**src/rtl/vga_pkg.sv**
```systemverilog
// Shared constants and types for the sprite pixel pipeline.
// Covers the 1280x1024 raster and the 38x40 1-bpp sprite ROM geometry.
package vga_pkg;

    localparam int unsigned H_RES   = 1280;
    localparam int unsigned V_RES   = 1024;
    localparam int unsigned SPR_W   = 38;
    localparam int unsigned SPR_H   = 40;
    localparam int unsigned ADDR_W  = 6;
    localparam int unsigned COLOR_W = 12;
    localparam int unsigned COL_W   = 6;

    typedef logic [10:0] coord_t;

    localparam coord_t MAX_X = coord_t'(H_RES - SPR_W);
    localparam coord_t MAX_Y = coord_t'(V_RES - SPR_H);
    localparam coord_t SPR_W_C = coord_t'(SPR_W);
    localparam coord_t SPR_H_C = coord_t'(SPR_H);

    // Clamp a requested position so the whole sprite stays on screen.
    function automatic coord_t sat(input coord_t v, input coord_t lim);
        return (v > lim) ? lim : v;
    endfunction

endpackage

```
**src/rtl/sig_delay.sv**
```systemverilog
// Reset-to-zero shift register delaying a W-bit bus by N clock cycles.
module sig_delay #(
    parameter int unsigned W = 1,
    parameter int unsigned N = 2
) (
    input  logic         clk,
    input  logic         rst,
    input  logic [W-1:0] d,
    output logic [W-1:0] q
);

    logic [W-1:0] stages [N];

    always_ff @(posedge clk) begin
        if (rst) begin
            for (int unsigned i = 0; i < N; i++) stages[i] <= '0;
        end else begin
            stages[0] <= d;
            for (int unsigned i = 1; i < N; i++) stages[i] <= stages[i-1];
        end
    end

    assign q = stages[N-1];

endmodule

```
**src/rtl/sprite_render.sv**
```systemverilog
// Two-stage sprite overlay: stage 1 addresses the external sprite ROM, stage 2
// picks the column bit and registers the colour; sprite position is frame-buffered.
module sprite_render
    import vga_pkg::*;
#(
    parameter coord_t             INIT_X    = 11'd621,
    parameter coord_t             INIT_Y    = 11'd492,
    parameter logic [COLOR_W-1:0] SPR_COLOR = 12'hFF0,
    parameter logic [COLOR_W-1:0] BG_COLOR  = 12'h000
) (
    input  logic               clk,
    input  logic               rst,
    input  coord_t             pixel_x,
    input  coord_t             pixel_y,
    input  logic               video_on,
    input  logic               hsync_in,
    input  logic               vsync_in,
    input  logic               frame_tick,
    input  logic               pos_load,
    input  coord_t             pos_x,
    input  coord_t             pos_y,
    output logic [ADDR_W-1:0]  rom_addr,
    input  logic [0:SPR_W-1]   rom_row,
    output logic [COLOR_W-1:0] rgb,
    output logic               hsync_out,
    output logic               vsync_out,
    output logic               sprite_on
);

    localparam logic [COL_W-1:0] SPR_W_COL = COL_W'(SPR_W);

    coord_t act_x, act_y, pend_x, pend_y;
    coord_t sat_x, sat_y, dx, dy;
    logic   hit_c, hit1, vid1, bit_c;
    logic [COL_W-1:0] col1;
    logic [1:0] sync_q;

    assign sat_x = sat(pos_x, MAX_X);
    assign sat_y = sat(pos_y, MAX_Y);

    // A load coinciding with frame_tick bypasses pending so it is not lost a frame.
    always_ff @(posedge clk) begin
        if (rst) begin
            act_x  <= INIT_X;
            act_y  <= INIT_Y;
            pend_x <= INIT_X;
            pend_y <= INIT_Y;
        end else begin
            if (pos_load) begin
                pend_x <= sat_x;
                pend_y <= sat_y;
            end
            if (frame_tick) begin
                act_x <= pos_load ? sat_x : pend_x;
                act_y <= pos_load ? sat_y : pend_y;
            end
        end
    end

    // The explicit >= compares reject wrapped differences left of / above the box.
    always_comb begin
        dx    = pixel_x - act_x;
        dy    = pixel_y - act_y;
        hit_c = video_on && (pixel_x >= act_x) && (dx < SPR_W_C)
                         && (pixel_y >= act_y) && (dy < SPR_H_C);
    end

    always_ff @(posedge clk) begin
        if (rst) begin
            rom_addr <= '0;
            hit1     <= 1'b0;
            col1     <= '0;
        end else begin
            hit1 <= hit_c;
            col1 <= dx[COL_W-1:0];
            if (hit_c) rom_addr <= dy[ADDR_W-1:0];
        end
    end

    sig_delay #(.W(1), .N(1)) u_vid_dly (
        .clk (clk),
        .rst (rst),
        .d   (video_on),
        .q   (vid1)
    );

    always_comb begin
        bit_c = 1'b0;
        if (col1 < SPR_W_COL) bit_c = rom_row[col1];
    end

    always_ff @(posedge clk) begin
        if (rst) begin
            rgb       <= '0;
            sprite_on <= 1'b0;
        end else begin
            sprite_on <= hit1 & bit_c;
            if (!vid1)              rgb <= '0;
            else if (hit1 && bit_c) rgb <= SPR_COLOR;
            else                    rgb <= BG_COLOR;
        end
    end

    sig_delay #(.W(2), .N(2)) u_sync_dly (
        .clk (clk),
        .rst (rst),
        .d   ({hsync_in, vsync_in}),
        .q   (sync_q)
    );

    assign hsync_out = sync_q[1];
    assign vsync_out = sync_q[0];

endmodule

```
**config.mk**
```make
export PLATFORM = sky130hd
export DESIGN_NAME = sprite_render
export DESIGN_NICKNAME = d
export VERILOG_FILES = /design/src/rtl/vga_pkg.sv /design/src/rtl/sig_delay.sv /design/src/rtl/sprite_render.sv
export SDC_FILE = /design/constraint.sdc
export NUM_CORES = 1
export LEC_CHECK = 0
export ABC_AREA = 0
export CAP_MARGIN = 20
export CORE_UTILIZATION = 25
export CTS_BUF_LIST = sky130_fd_sc_hd__clkbuf_16
export CTS_CLUSTER_DIAMETER = 30
export DETAILED_ROUTE_END_ITERATION = 10
export PLACE_DENSITY = 0.54
export SYNTH_ARGS = -nofsm -noshare
export SYNTH_HDL_FRONTEND = slang
export SYNTH_SLANG_ARGS = --single-unit
```
**constraint.sdc**
```tcl
create_clock -name clk -period 3.74 [get_ports clk]
set_input_delay 0.748 -clock clk [delete_from_list [all_inputs] [get_ports clk]]
set_output_delay 0.748 -clock clk [all_outputs]
set_load 0.03 [all_outputs]
```
# Word-level counts from Yosys, hierarchy flattened
# Memory sizes are Yosys's and may differ from the RTL's.
# Index checks and enable logic that the tools add are counted.
[word_totals]
register_bits = 70
ramBits = 5
out_inout_bits = 21
memories = 2
[mem_list]
columns = ["name", "words", "width", "read_ports", "rd_ports_with_merged_regs", "write_ports", "line_no", "rtl"]
rows = [
  ["u_sync_dly.stages", 2, 2, 2, 0, 2, "sig_delay.sv:12", "logic [W-1:0] stages [N];"],
  ["u_vid_dly.stages", 1, 1, 1, 0, 1, "sig_delay.sv:12", ""],
]
[op_classes]
n_addsub = 2
n_lt_le_gt_ge = 8
mux = 16
n_bitwise = 5
reduce_logical = 7
[ops]
columns = ["op", "n"]
rows = [
  ["11-bit two-way mux", 4],
  ["11-bit >= comparator", 2],
  ["11-bit by 6-bit < comparator with 1-bit output, second input constant", 2],
  ["11-bit subtractor", 2],
  ["12-bit two-way mux", 1],
  ["11-bit by 10-bit greater-than comparator with 1-bit output, second input constant", 1],
  ["11-bit greater-than comparator, second input constant", 1],
  ["1-bit two-way mux", 8],
  ["7-bit >= comparator, second input constant", 1],
  ["6-bit NOT with 7-bit output", 1],
  ["1-bit binary-select mux with 6-bit select", 1],
  ["6-bit < comparator, second input constant", 1],
  ["1-bit logical AND", 5],
  ["2-bit two-way mux", 2],
  ["1-bit OR", 2],
  ["2-bit OR reduction", 1],
  ["1-bit bitwise AND", 1],
  ["1-bit NOT", 1],
  ["1-bit OR reduction", 1],
]

# Logic depth before layout (Yosys ltp)
[depth]
ltp_word = 7
mapped_depth = 11

# Hierarchy
# Synthesis repeated with hierarchy kept, for this count alone.
[hier_totals]
hier_cells = 475
area_unflattened_um2 = 4125.2
[by_module_without_submodules]
columns = ["mod", "n_inst", "cells_each", "area_each_um2"]
rows = [
  ["sprite_render", 1, 463, 3971.3],
  ["sig_delay (u_sync_dly)", 1, 10, 120.1],
  ["sig_delay (u_vid_dly)", 1, 2, 33.8],
]

# Least setup slack after synthesis
# Ideal clock, no wire load.
[synth_path]
path_type = "input to register"
start = "input port pixel_x[0]"
end = "register rom_addr[1]"
setup_ps = 121
arrival_ps = 2941
required_ps = 3619
path_slack_ps = 679
stages = 11
n_path_buf = 1
cell_sequence = "inv_1 ha_1 fa_1 nor2b_1 o21a_1 o31ai_1 a32o_1 nor4b_1 and4b_1 buf_4 mux2_2"
[synth_via]
elab_chain_len = 5
elab_cells_between_ends = 7
cone_classes = "add/sub (1); order compare (2); reduce/logical (4)"
[synth_lines]
columns = ["item", "line_no", "rtl"]
rows = [
  ["start, declared", "sprite_render.sv:13", "input coord_t pixel_x,"],
  ["11-bit subtractor or 11-bit >= comparator (tied branches)", "sprite_render.sv:62, sprite_render.sv:64", ""],
  ["11-bit by 6-bit < comparator with 1-bit output or 1-bit logical AND (tied branches)", "sprite_render.sv:64", "hit_c = video_on && (pixel_x >= act_x) && (dx < SPR_W_C)"],
  ["1-bit logical AND *", "sprite_render.sv:64", ""],
  ["1-bit logical AND * (2 in series)", "sprite_render.sv:65", "&& (pixel_y >= act_y) && (dy < SPR_H_C);"],
  ["end signal, assigned", "sprite_render.sv:76", "if (hit_c) rom_addr <= dy[ADDR_W-1:0];"],
  ["end, declared", "sprite_render.sv:22", "output logic [ADDR_W-1:0] rom_addr,"],
]
# Mark *: on every way between the ends. The rest lies on a longest branch, timed or not.
# A chain may end at the register's enable or synchronous reset.

# Final worst setup path
[layout_path]
start = "input port pixel_y[0]"
end = "register rom_addr[1]"
[layout_via]
elab_chain_len = 3
elab_cells_between_ends = 5
cone_classes = "add/sub (1); order compare (2); reduce/logical (2)"
[layout_lines]
columns = ["item", "line_no", "rtl"]
rows = [
  ["start, declared", "sprite_render.sv:14", "input coord_t pixel_y,"],
  ["11-bit subtractor or 11-bit >= comparator (tied branches)", "sprite_render.sv:63, sprite_render.sv:65", ""],
  ["11-bit by 6-bit < comparator with 1-bit output or 1-bit logical AND (tied branches)", "sprite_render.sv:65", ""],
  ["1-bit logical AND", "sprite_render.sv:65", ""],
]
# Parallel ways exist; a longest one is shown, timed or not.

==> impl_metrics.yaml <==
yosys:
  synth-async-reset-ratio: 0
  synth_top_area_cell: "dfxtp_1"
  synth-edff-count: 0
  synth-seq-cells: 64
  synth_cells: 456
  yosys-top-cells-area: "dfxtp_1 33%, ha_1 7.0%, mux4_2 5.7%"
  synth_top_area_share: 0.326
  yosysSeqAreaShare: 0.326
  yosys_warnings: 0
  post_synth_instance_area_um2: 3930
  syn_area_per_cell_um2: 8.61
  synth_flop_cell: "dfxtp_1"
  synth_cell_types: 64
hold_path:
  whs_path_depth: 1
  min_to: "rgb[10]"
  worstHoldStart: "u_vid_dly.stages[0]"
  worstHoldPathType: "flop to flop"
critical_path:
  timing.rr.end: "rom_addr[1]"
  crit_family: "compound AO/OA/AOI/OAI gates"
  crit_fanout: 4
  worst_ep_arrival_time_ns: 3.61
  r2r-start: "act_x[1]"
  critPathMaxStageDelay_ns: 0.46
  worstSetupEndpointType: "flop"
  worstSetupPathType: "primary input to flop"
  cp.depth: 11
  r2r_cells: 9
  rrSetupSlack_ns: 0.91
  path_cells: "clkdlybuf4s50_1, inv_1, ha_1, fa_1, nand2b_1, a21oi_1, o2111ai_1, a221o_1, a32oi_1, and4b_1, mux2_2"
  cp_slowest_cell: "clkdlybuf4s50_1"
  required_ns: 3.95
  cp.buffers_inverters: 2
  crit_path_start_kind: "primary input"
global_route:
  grt_pass1_wl_mm: 17.5
  grt_util_all_layers: 0.137
  grt_pass1_vias: 3550
  grt_max_degree: 39
  gr-total-overflow: 0
  antenna_found_initial: 0
cts:
  clkTransAtPathRegs_ns: 0.05
  root_buffer: "clkbuf_16"
  cts_buffers: 9
  clock-sinks: 64
  holdBufCountCts: 0
  htreeDepth: 3
  cts-resized-gates: 0
  cts_tree: "built"
  cts_setup_buffers: 0
  clock_latency_ns: 0.33
  cts_buffer_depth: 2
floorplan:
  dieHeight_um: 127
  dieArea_um2: 16200
  rows: 45
  io_pins: 110
  core_area_um2: 15300
  dieWidth_um: 127
  initial_core_util: 0.257
timing:
  rsz0062_at_grt: "no"
  period_needed_ns: 3.40
  clock_skew_ns: 0.00861
  hold_viol: 0
  worstMarginPinSlew_ns: 0.803
  drv_slew: 0
  post-route-period-util: 0.908
  slew_headroom: 0.463
  setup_viol: 0
  fmax_mhz: 294
  setup_tns_ns: 0
detailed_routing:
  detail-route-antenna-nets: 0
  dr.pass1.iters: 4
  drc_errors: 0
  wl_per_cell_um: 14.2
  drtIter0Drc: 166
  vias: 3576
  drt-vias-per-instance: 4.63
  wirelength_mm: 10.9
place:
  place_congestion: 0.892
  port_buffers: 105
  post_dp_cell_area_um2: 5170
  dpl.hpwl_mm: 8.64
layout:
  regArea_um2: 1280
  fill_cells: 1574
  syn2layout_area_growth_pct: 39.6
  multi_input_area_um2: 2370
  diodes: 0
  fin_nets: 669
  postLayoutCellArea_um2: 5480
  drive_gt1_frac: 0.0731
power:
  leakage_nw: 2.20
  ir_drop_v: 0.000221
  power_density_nw_per_um2: 387
outcome:
  run_status: "finished clean"
run:
  cap_violations: 0
==> area by class of cell <==
| type | count | share of cell area |
|---|---|---|
| inverters | 35 | 0.0240 |
| clock buffers | 9 | 0.0411 |
| clock inverters | 7 | 0.0160 |
| flip-flops and latches | 64 | 0.234 |
| repair buffers | 115 | 0.205 |
| multi-input cells | 331 | 0.432 |
| well taps | 211 | 0.0482 |
==> how the worst max path moves through the flow <==
stage	from	to	slack [ns]
after floorplan	pixel_x[0]	rom_addr[1]	0.68
after global placement	pixel_y[0]	rom_addr[1]	0.04
after detailed placement	pixel_y[0]	rom_addr[1]	0.007
after CTS	pixel_y[0]	rom_addr[1]	0.35
after global routing	pixel_x[0]	rom_addr[1]	0.19
final	pixel_y[0]	rom_addr[1]	0.34
==> state kept, by name, summed over array words and instances, names as in the netlist <==
| name | flops |
|---|---|
| act_x | 11 |
| act_y | 11 |
| pend_x | 11 |
| pend_y | 11 |
| col1 | 6 |
| rom_addr | 6 |
| u_sync_dly.stages | 4 |
| hit1 | 1 |
| rgb | 1 |
| sprite_on | 1 |
| u_vid_dly.stages | 1 |
==> where the power goes <==
group          total [W]  internal [W]  leakage [nW]  switching (W)
combinational   0.000495      0.000259          1.52       0.000236
clock           0.000875      0.000577         0.152       0.000298
sequential      0.000751      0.000723         0.528      0.0000286
==> layout by cell type (no fill, tap or decap), types with 4 or more instances in the layout <==
cell	netlist	layout
o21ai_0	14	14
o211ai_1	9	9
clkbuf_16	0	9
mux2i_1	13	13
and3_1	4	4
conb_1	1	4
nand2b_1	18	18
a21oi_1	22	22
clkdlybuf4s50_1	0	105
xor2_1	5	5
ha_1	22	22
nor2_1	40	40
nor2b_1	18	18
mux4_2	10	10
buf_4	13	10
or3_1	6	6
nand4_1	5	5
inv_1	35	36
nand3_1	9	9
o22ai_1	9	9
and2_1	7	7
dfxtp_1	64	64
nand3b_1	4	4
a211oi_1	6	6
or2_2	4	4
nand2_1	38	38
==> per-stage QoR <==
stage               hold WS (ns)  setup WS, ns  power, W  utilization  cells
floorplan                  0.406         0.679   0.00107            -    459
global placement           0.412        0.0394   0.00126        0.339    756
detailed placement         0.418       0.00750   0.00126        0.339    756
CTS                        0.431         0.348   0.00215        0.359    772
global route               0.451         0.187   0.00224        0.359    772
finish                     0.426         0.344   0.00212        0.359    772
==> worst reg2reg max path: cells and delay by family (launching register included) <==
family | cells | cell delay, ns
AO/OA/AOI/OAI | 3 | 0.88
AND/OR/NAND/NOR | 3 | 0.72
flip-flops | 1 | 0.41
multiplexers | 1 | 0.36
adder cells (fa/ha/maj) | 1 | 0.28
buffers and inverters | 1 | 0.07
==> cell usage after synthesis (9+ instances only) <==
library cell	instances
mux4_2	10
o21ai_0	14
dfxtp_1	64
o22ai_1	9
clkbuf_1	12
ha_1	22
o211ai_1	9
nand2b_1	18
a21oi_1	22
mux2i_1	13
nor2b_1	18
nand2_1	38
nand3_1	9
inv_1	35
buf_4	13
nor2_1	40
==> layer usage <==
| metal | wire (um) | global-route usage | up-vias |
|---|---|---|---|
| li1 | - | - | 1824 |
| met1 | 5090 | 0.171 | 1631 |
| met2 | 5040 | 0.232 | 115 |
| met3 | 743 | 0.0352 | 6 |
| met4 | 69 | 0.0378 | 0 |
| met5 | 0 | 0 | - |
==> logic make-up (layout without fill, tap and decap cells) <==
logic type | Yosys count | count (layout) | share of synthesized area
flip-flops | 64 | 64 | 0.326
buffers and inverters | 64 | 166 | 0.0739
adder cells (fa/ha/maj) | 24 | 24 | 0.0803
multiplexers | 26 | 26 | 0.0991
AO/OA/AOI/OAI | 103 | 103 | 0.183
XOR/XNOR | 5 | 5 | 0.0112
AND/OR/NAND/NOR | 169 | 169 | 0.225
other | 1 | 4 | 0.000955
No activity file was read; power rests on OpenSTA's default activity.
